## src/rtl/rggen_bit_field_rwc_mc_if.sv

```systemverilog
// Register-block to bit-field connection for rggen fields.
// The register side drives the write strobe; the field side returns its value.
interface rggen_bit_field_if #(
  parameter int WIDTH = 8
);
  logic             valid;
  logic [WIDTH-1:0] write_mask;
  logic [WIDTH-1:0] write_data;
  logic [WIDTH-1:0] read_data;
  logic [WIDTH-1:0] value;

  modport bit_field (
    input  valid, write_mask, write_data,
    output read_data, value
  );

  modport register (
    output valid, write_mask, write_data,
    input  read_data, value
  );
endinterface

```

## src/rtl/rggen_bit_field_rwc_mc.sv

```systemverilog
// Read/write field with NUM_CLEARS hardware clear sources, each level- or edge-qualified.
// Optional applied-clear counter is enabled by defining RGGEN_RWC_MC_CLEAR_COUNT_EN.
module rggen_bit_field_rwc_mc #(
  parameter int                          WIDTH          = 8,
  parameter logic [WIDTH-1:0]            INITIAL_VALUE  = '0,
  parameter int                          NUM_CLEARS     = 2,
  parameter logic [NUM_CLEARS*WIDTH-1:0] CLEAR_MASK     = '1,
  parameter logic [NUM_CLEARS-1:0]       CLEAR_EDGE     = '0,
  parameter int                          WRITE_PRIORITY = 0
) (
  input  logic                  i_clk,
  input  logic                  i_rst_n,
  rggen_bit_field_if.bit_field  bit_field_if,
  input  logic [NUM_CLEARS-1:0] i_clear,
  output logic [NUM_CLEARS-1:0] o_clear_ack,
  output logic [WIDTH-1:0]      o_value
`ifdef RGGEN_RWC_MC_CLEAR_COUNT_EN
  ,
  output logic [7:0]            o_clear_count
`endif
);
  logic [WIDTH-1:0]      value_q, value_d;
  logic [NUM_CLEARS-1:0] pending_q, pending_d;
  logic [NUM_CLEARS-1:0] clear_prev_q, clear_prev_d;
  logic [NUM_CLEARS-1:0] clear_ack_q, clear_ack_d;
  logic [NUM_CLEARS-1:0] clear_event;
  logic [NUM_CLEARS-1:0] clear_req;
  logic [NUM_CLEARS-1:0] clear_applied;
  logic [WIDTH-1:0]      clear_mask;
  logic [WIDTH-1:0]      write_bits;
  logic                  write_defers;

  // Clear handshake: a request (level, or rising edge) is held as pending until applied;
  // o_clear_ack pulses for one cycle after the edge that applied it. There is no back-pressure.
  always_comb begin
    clear_event  = i_clear & ~(CLEAR_EDGE & clear_prev_q);
    clear_req    = clear_event | pending_q;
    clear_prev_d = i_clear;
    clear_mask   = '0;
    for (int j = 0; j < NUM_CLEARS; j++) begin
      if (clear_req[j]) begin
        clear_mask = clear_mask | CLEAR_MASK[j*WIDTH +: WIDTH];
      end
    end
    write_bits   = bit_field_if.valid ? bit_field_if.write_mask : '0;
    write_defers = (WRITE_PRIORITY != 0) && bit_field_if.valid;

    value_d       = value_q;
    pending_d     = '0;
    clear_applied = '0;
    if (write_defers) begin
      value_d   = (value_q & ~write_bits) | (bit_field_if.write_data & write_bits);
      pending_d = clear_req;
    end else begin
      // Clear bits beat write bits on overlap.
      value_d       = (INITIAL_VALUE & clear_mask)
                    | (bit_field_if.write_data & write_bits & ~clear_mask)
                    | (value_q & ~write_bits & ~clear_mask);
      clear_applied = clear_req;
    end
    clear_ack_d = clear_applied;
  end

  always_ff @(posedge i_clk or negedge i_rst_n) begin
    if (!i_rst_n) begin
      value_q      <= INITIAL_VALUE;
      pending_q    <= '0;
      clear_prev_q <= '0;
      clear_ack_q  <= '0;
    end else begin
      value_q      <= value_d;
      pending_q    <= pending_d;
      clear_prev_q <= clear_prev_d;
      clear_ack_q  <= clear_ack_d;
    end
  end

  assign bit_field_if.read_data = value_q;
  assign bit_field_if.value     = value_q;
  assign o_value                = value_q;
  assign o_clear_ack            = clear_ack_q;

`ifdef RGGEN_RWC_MC_CLEAR_COUNT_EN
  logic [7:0] clear_count_q, clear_count_d;
  logic       count_zero;

  // A full-width write of the initial value resets the count, taking precedence over increments.
  always_comb begin
    count_zero    = bit_field_if.valid && (&bit_field_if.write_mask)
                 && (bit_field_if.write_data == INITIAL_VALUE);
    clear_count_d = clear_count_q;
    if (count_zero) begin
      clear_count_d = 8'h00;
    end else if ((|clear_applied) && (clear_count_q != 8'hFF)) begin
      clear_count_d = clear_count_q + 8'h01;
    end
  end

  always_ff @(posedge i_clk or negedge i_rst_n) begin
    if (!i_rst_n) begin
      clear_count_q <= 8'h00;
    end else begin
      clear_count_q <= clear_count_d;
    end
  end

  assign o_clear_count = clear_count_q;
`endif
endmodule
```

## src/flat_wrapper.sv

```systemverilog
// flat-port wrapper written by rule: the top's interface ports become plain ports
module rggen_bit_field_rwc_mc_flat 
#(
  parameter int                          WIDTH          = 8,
  parameter logic [WIDTH-1:0]            INITIAL_VALUE  = '0,
  parameter int                          NUM_CLEARS     = 2,
  parameter logic [NUM_CLEARS*WIDTH-1:0] CLEAR_MASK     = '1,
  parameter logic [NUM_CLEARS-1:0]       CLEAR_EDGE     = '0,
  parameter int                          WRITE_PRIORITY = 0
)
  (i_clk, i_rst_n, i_clear, o_clear_ack, o_value, bit_field_if_valid, bit_field_if_write_mask, bit_field_if_write_data, bit_field_if_read_data, bit_field_if_value);
  rggen_bit_field_if #(.WIDTH(WIDTH)) bit_field_if_i ();
  input  logic i_clk;
  input  logic i_rst_n;
  input  logic [NUM_CLEARS-1:0] i_clear;
  output logic [NUM_CLEARS-1:0] o_clear_ack;
  output logic [WIDTH-1:0] o_value;
  input wire logic [$bits(bit_field_if_i.valid)-1:0] bit_field_if_valid;
  input wire logic [$bits(bit_field_if_i.write_mask)-1:0] bit_field_if_write_mask;
  input wire logic [$bits(bit_field_if_i.write_data)-1:0] bit_field_if_write_data;
  output wire logic [$bits(bit_field_if_i.read_data)-1:0] bit_field_if_read_data;
  output wire logic [$bits(bit_field_if_i.value)-1:0] bit_field_if_value;
  assign bit_field_if_i.valid = bit_field_if_valid;
  assign bit_field_if_i.write_mask = bit_field_if_write_mask;
  assign bit_field_if_i.write_data = bit_field_if_write_data;
  assign bit_field_if_read_data = bit_field_if_i.read_data;
  assign bit_field_if_value = bit_field_if_i.value;
  rggen_bit_field_rwc_mc #(.WIDTH(WIDTH), .INITIAL_VALUE(INITIAL_VALUE), .NUM_CLEARS(NUM_CLEARS), .CLEAR_MASK(CLEAR_MASK), .CLEAR_EDGE(CLEAR_EDGE), .WRITE_PRIORITY(WRITE_PRIORITY)) u_core (.i_clk(i_clk), .i_rst_n(i_rst_n), .bit_field_if(bit_field_if_i), .i_clear(i_clear), .o_clear_ack(o_clear_ack), .o_value(o_value));
endmodule
```

## config.mk

```make
export PLATFORM = sky130hd
export DESIGN_NAME = rggen_bit_field_rwc_mc_flat
export DESIGN_NICKNAME = d
export VERILOG_FILES = /design/src/rtl/rggen_bit_field_rwc_mc_if.sv /design/src/rtl/rggen_bit_field_rwc_mc.sv /design/src/flat_wrapper.sv
export SDC_FILE = /design/constraint.sdc
export NUM_CORES = 1
export LEC_CHECK = 0
export CAP_MARGIN = 10
export CORE_UTILIZATION = 34
export CTS_BUF_LIST = sky130_fd_sc_hd__clkbuf_16
export DETAILED_ROUTE_END_ITERATION = 8
export GPL_TIMING_DRIVEN = 0
export PLACE_DENSITY = 0.89
export SKIP_LAST_GASP = 1
export SYNTH_ARGS = -nofsm -noshare
export SYNTH_HDL_FRONTEND = slang
export SYNTH_SLANG_ARGS = --single-unit
```

## constraint.sdc

```tcl
create_clock -name i_clk -period 1.9 [get_ports i_clk]
set_input_delay 0.38 -clock i_clk [delete_from_list [all_inputs] [get_ports i_clk]]
set_output_delay 0.38 -clock i_clk [all_outputs]
set_load 0.02 [all_outputs]
```

# --- Word level (Yosys, flattened, before mapping) ---
# Index checks and enable logic that the tools add are counted.
classes:
  n_mux: 3
  n_bitwise: 7
ops:
  columns: ["cell", "n"]
  rows:
  - ["bitwise AND 8 bit", 4]
  - ["2-to-1 mux 8 bit", 3]
  - ["NOT 8 bit", 2]
  - ["OR 8 bit", 1]
totals:
  regBits: 10
  output_inout_bits: 26
  elab_cells: 12

# --- Depth between registers and ports, before layout ---
logic_depth:
  ltp_word: 5
  mapped_depth: 4
  mapped_depth_nobuf: 2

# --- Worst setup path after synthesis ---
# OpenSTA, ideal clock, no wires.
synth_timing:
  kind: "reg-to-output"
  startpoint: "reg u_core.value_q[4] (netlist: u_core.bit_field_if.read_data[4])"
  endpoint: "out bit_field_if_value[4]"
  arrival_ps: 639
  t_required_ps: 1520
  setup_slack_ps: 881
  stages_incl_launch_ff: 2
  n_path_buf: 1
  path_cell_list: "dfrtp_1 buf_4"
synth_lines:
  columns: ["item", "line_no", "rtl"]
  rows:
  - ["start: declaration", "rggen_bit_field_rwc_mc.sv:22", "logic [WIDTH-1:0] value_q, value_d;"]
  - ["start signal: assignment", "rggen_bit_field_rwc_mc.sv:71", "value_q <= value_d;"]
  - ["end: declaration", "flat_wrapper.sv:22", "output wire logic [$bits(bit_field_if_i.value)-1:0] bit_field_if_value;"]
# No word-level cell between the ends.

# --- Final worst setup path ---
layout_timing:
  startpoint: "reg u_core.value_q[1] (netlist: u_core.bit_field_if.read_data[1])"
  endpoint: "out bit_field_if_value[1]"
# No word-level cell between the ends.

==> out/results.ini <==
[status]
outcome = finished with violations
violations = design-rule violations

[logic_synthesis]
synth_fp_nets = 75
ys_warn_count = 0
synth.avg_cell_area_um2 = 10.77
ys_seq_area_share_pct = 43.01
syn_inst = 54
ys_ff_latch = 10
yosys.cell_types.count = 10
synth_area_um2 = 581.8

[final_layout]
layoutNonFillerInstCount = 119
regArea_um2 = 250.2
drive_gt1_share_pct = 30.10
area_growth_pct = 94.41
mostFrequentLayoutCell = clkdlybuf4s50_1
final_nets = 125
fillCellCount = 99
n_antenna_cell = 0
final_area_um2 = 1131
multi_input_area_um2 = 173.9
final_cell_mix = 45 x clkdlybuf4s50_1, 16 x buf_4, 10 x dfrtp_1

[pwr]
powerDensity_nw_per_um2 = 638.0
internal_power_mw = 0.5726
p_sw_mw = 0.1491
pwr-share-clk_pct = 51.6
p_leak_nw = 0.4895
peakVddDrop_mv = 0.3611
power.share.sequential_pct = 31.1
pwr-share-comb_pct = 17.4
switching_share_pct = 20.66

[worst_hold_path]
worst_hold_path_type = primary input to asynchronous set/reset pin

[global_routing]
grt_pass1_wl_um = 2435
gr-total-overflow = 0
grt_usage_pct = 17.82
antenna_found_initial = 0
grt_max_degree = 11
first_global_vias = 555

[setup_path]
required_ns = 1.52
cpMaxStageDelayCell = clkdlybuf4s50_1
crit_buf_inv = 2
endpoint_kind = output pin
criticalPathCategory = flip-flop to output pin
max_stage_delay_ns = 0.59
path_max_fanout = 4
start_kind = flip-flop
cp_top_family = buffers and inverters
crit_path_cell_trace = buf_4 -> clkdlybuf4s50_1
arrival_ns = 1.34

[timing]
post-route-min-period_ns = 1.725
slew_viol_final = 0
max_freq_mhz = 579.8
finalCritPeriodShare_pct = 90.77
worst_slew_pin_slew_ns = 0.4557
rsz0062_at_grt = no
setup_viol = 0
relSlewSlack_pct = 69.53
setup-tns-final_ns = 0
hold_viol = 0
fin_skew_ns = 0

[clock_network]
numCtsBuffers = 3
ctsHoldBuffers = 0
clk_path_buf_depth = 2
cts_sinks = 10
cts_tree = yes
cts.root.buffer_cell = clkbuf_16
cts_max_level = 1
clock_latency_ns = 0.24
cts_resized = 0
postCtsSetupBuffers = 0
path_clk_slew_ns = 0.04

[drt]
viasPerCell = 4.908
vias = 584
ant_nets = 0
totalWireLength_um = 1541
first_pass_iters = 6
drc = 14
drtIter0Drc = 19
wl_per_cell_um = 12.95

[floorplanning]
fp.dieH_um = 43.37
core_area_um2 = 1559
rows = 14
floorplan.initialDensity_pct = 37.32
ios = 47
dieArea_um2 = 1881
fp.dieW_um = 43.37

[place]
io_buffers = 45
placedCellCount = 115
hpwl_um = 1161
dpl_cell_area_um2 = 1052
gp_congestion = 0.6867

[job]
maxCapViolations = 0

metal layers:
metal  part of all wire, %  routed length (um)  GRT usage (%)
met1                    38                 581          18.98
met2                    48                 733          30.91
met3                    11                 176          6.250
met4                   3.2                  50          9.375
met5                     0                   0              0
cell families (layout without fill, tap and decap cells):
| family | count (synthesis) | count (layout) | share of synthesized area, % |
|---|---|---|---|
| buf+inv | 19 | 68 | 27.10 |
| flops | 10 | 10 | 43.01 |
| compound gates | 16 | 16 | 21.94 |
| simple gates | 9 | 9 | 7.958 |
power groups by stage:
stage / combinational (mW) / sequential [mW] / clock (mW)
finish: 0.125 / 0.224 / 0.372
global route: 0.133 / 0.225 / 0.386
CTS: 0.127 / 0.224 / 0.374
detailed placement: 0.125 / 0.227 / 0
global placement: 0.123 / 0.226 / 0
floorplan: 0.0429 / 0.233 / 0
synthesized netlist by cell type (all sizes together):
library cell,count,area (um^2)
buf,19,157.7
dfrtp,10,250.2
a21bo,8,80.08
a21oi,8,47.55
nand3,8,40.04
or2,1,6.260
worst paths after layout:
path                                                                 start                                    endpoint  slack [ns]  depth (start not counted)
worst max-delay path            u_core.bit_field_if.read_data[1]$_DFF_PN0_                       bit_field_if_value[1]        0.18                          2
worst min-delay path                                               i_rst_n  u_core.bit_field_if.read_data[0]$_DFF_PN0_        0.46                          1
worst max register to register  u_core.bit_field_if.read_data[3]$_DFF_PN0_  u_core.bit_field_if.read_data[3]$_DFF_PN0_        1.06                          2
worst min register to register  u_core.bit_field_if.read_data[7]$_DFF_PN0_  u_core.bit_field_if.read_data[7]$_DFF_PN0_        0.68                          2
max in group asynchronous                                          i_rst_n  u_core.bit_field_if.read_data[7]$_DFF_PN0_        1.12                          1
min in group i_clk                                      bit_field_if_valid  u_core.bit_field_if.read_data[7]$_DFF_PN0_        0.47                          3
per-stage QoR:
| stage | worst slack (ns) | utilization, % | hold WS (ns) | power (mW) |
|---|---|---|---|---|
| after floorplan | 0.8815 | - | 0.08441 | 0.2762 |
| after global placement | 0.4502 | 67.50 | 0.6646 | 0.3495 |
| after detailed placement | 0.4294 | 67.50 | 0.6740 | 0.3523 |
| after CTS | 0.1641 | 72.55 | 0.4697 | 0.7245 |
| after global routing | 0.1355 | 72.55 | 0.4736 | 0.7434 |
| final | 0.1754 | 72.55 | 0.4638 | 0.7216 |
state kept, by name, summed over array words and instances (netlist names):
name / flops
u_core.o_clear_ack: 2
u_core.bit_field_if.read_data: 8
final cells by class:
type	instances	share of cell area [%]
Multi-Input combinational cell	25	15.38
Sequential cell	10	22.12
Tap cell	16	1.770
Clock inverter	1	0.3319
Buffer	19	13.94
Timing Repair Buffer	45	39.82
Clock buffer	3	6.637
Power figures use the tool's default switching activity.
==> patch: new RTL, same flow settings <==
`WIDTH` is set to 8 in 3 places; all go to 12.
--- a/src/rtl/rggen_bit_field_rwc_mc_if.sv
+++ b/src/rtl/rggen_bit_field_rwc_mc_if.sv
@@ -3,3 +3,3 @@
 interface rggen_bit_field_if #(
-  parameter int WIDTH = 8
+  parameter int WIDTH = 12
 );
--- a/src/rtl/rggen_bit_field_rwc_mc.sv
+++ b/src/rtl/rggen_bit_field_rwc_mc.sv
@@ -3,3 +3,3 @@
 module rggen_bit_field_rwc_mc #(
-  parameter int                          WIDTH          = 8,
+  parameter int                          WIDTH          = 12,
   parameter logic [WIDTH-1:0]            INITIAL_VALUE  = '0,
--- a/src/flat_wrapper.sv
+++ b/src/flat_wrapper.sv
@@ -3,3 +3,3 @@
 #(
-  parameter int                          WIDTH          = 8,
+  parameter int                          WIDTH          = 12,
   parameter logic [WIDTH-1:0]            INITIAL_VALUE  = '0,
Interface: changed (5 resized); port bits go from 47 to 67. The function was not compared with the original's and may differ.
==> patch against the unedited design <==
Design area rose by 43%. Synthesized cell count grew 44%. Maximum frequency fell by 0.61%. Sequential cell count rose by 4. Routed wire length up 55%. Synthesized area up 46%. Die area up 44%. Worst setup slack got worse by 0.011 ns. Power up 24%. Critical path type unchanged. Critical endpoint is now bit_field_if_value[10]. Largest cell class unchanged.
==> patch: results (changes against the unedited design) <==
setup_path:
  crit_start: "u_core.bit_field_if.read_data[10]"
  max_stage_delay_ns: 0.59  # about the same
  arrival_ns: 1.36  # +0.02 ns
  reg2reg_from: "u_core.bit_field_if.read_data[9]"
  setup.worst_path.end: "bit_field_if_value[10]"
  rr_endpoint: "u_core.bit_field_if.read_data[9]"
global_route:
  grt_usage_pct: 19.1  # +1.2 points
  grt_pass1_wl_um: 3810  # +56%
  grt_max_degree: 15  # +4
  grt_pass1_vias: 876  # +58%
pwr:
  worst_ir_drop_vdd_mv: 0.601  # +67%
  p_leak_uw: 0.000684  # +40%
drt:
  wire_per_inst_um: 13.6  # +5.0%
  wl_um: 2390  # +55%
  firstDrtPassIters: 3  # -3
  first_iter_violations: 10  # -9
  via_count: 809  # +39%
final_layout:
  largest_reg_flops: 12  # +4
  fill_cells: 191  # +93%
  drive_above_1_share_pct: 29.7  # -0.37 points
placement:
  placed_cells: 172  # +50%
  pre_cts_ws_ns: 0.343  # -0.0864 ns
  gp_congestion: 0.714  # +4.0%
  port_buffers: 66  # +47%
  dpl_cell_area_um2: 1540  # +47%
  hpwl_um: 1870  # +61%
outcome:
  status: "complete, no violations"
synthesis:
  synthTopCellsByCount: "buf_4, dfrtp_1, nand3_1"
  yosysTopAreaCellShare_pct: 41.3  # -1.7 points
  syn-num-nets: 107  # +43%
  syn_area_per_cell_um2: 10.9  # +0.94%
  synth_compound_area_share_pct: 25.7  # +3.7 points
  ys_types: 9  # -1
  synth-seq-area-share_pct: 41.3  # -1.7 points
  synth_area_um2: 848  # +46%
  synthTopCellsByArea: "dfrtp_1, buf_4, a21oi_2"
clock_tree:
  cts_htree_levels: 1  # unchanged
timing:
  hold_slack_ns: 0.542  # +0.0781 ns
  tightest_slew_ns: 0.649  # +0.193 ns
  final.min_clock_period_ns: 1.74  # +0.0105 ns
==> patch: area by class of cell <==
cell class | instances | area (um2) | area share [%]
clock inverter | 1 | 3.75 | 0.231
sequential | 14 | 350 | 21.6
timing repair buffer | 66 | 661 | 40.7
tap | 28 | 35.0 | 2.16
clock buffer | 3 | 75.1 | 4.63
multi-input combinational | 37 | 284 | 17.5
buffer | 27 | 214 | 13.2
==> patch: worst register-to-register path, cell delays in order, from the launching register on <==
cell and delay [ns]:
dfrtp_1 0.39, a21bo_2 0.24, a21oi_2 0.14
==> patch: report_power, final <==
part	internal (uW)	switching, uW	leakage, uW
Combinational	109	74.2	0.000456
Clock	278	120	0.0000385
Sequential	306	6.09	0.000189
==> patch: per-layer routing <==
| layer | GRT usage [%] | wire length (um) |
|---|---|---|
| met3 | 4.09 | 159 |
| met4 | 2.70 | 0 |
| met1 | 19.5 | 902 |
| met2 | 38.9 | 1330 |
| met5 | 0 | 0 |
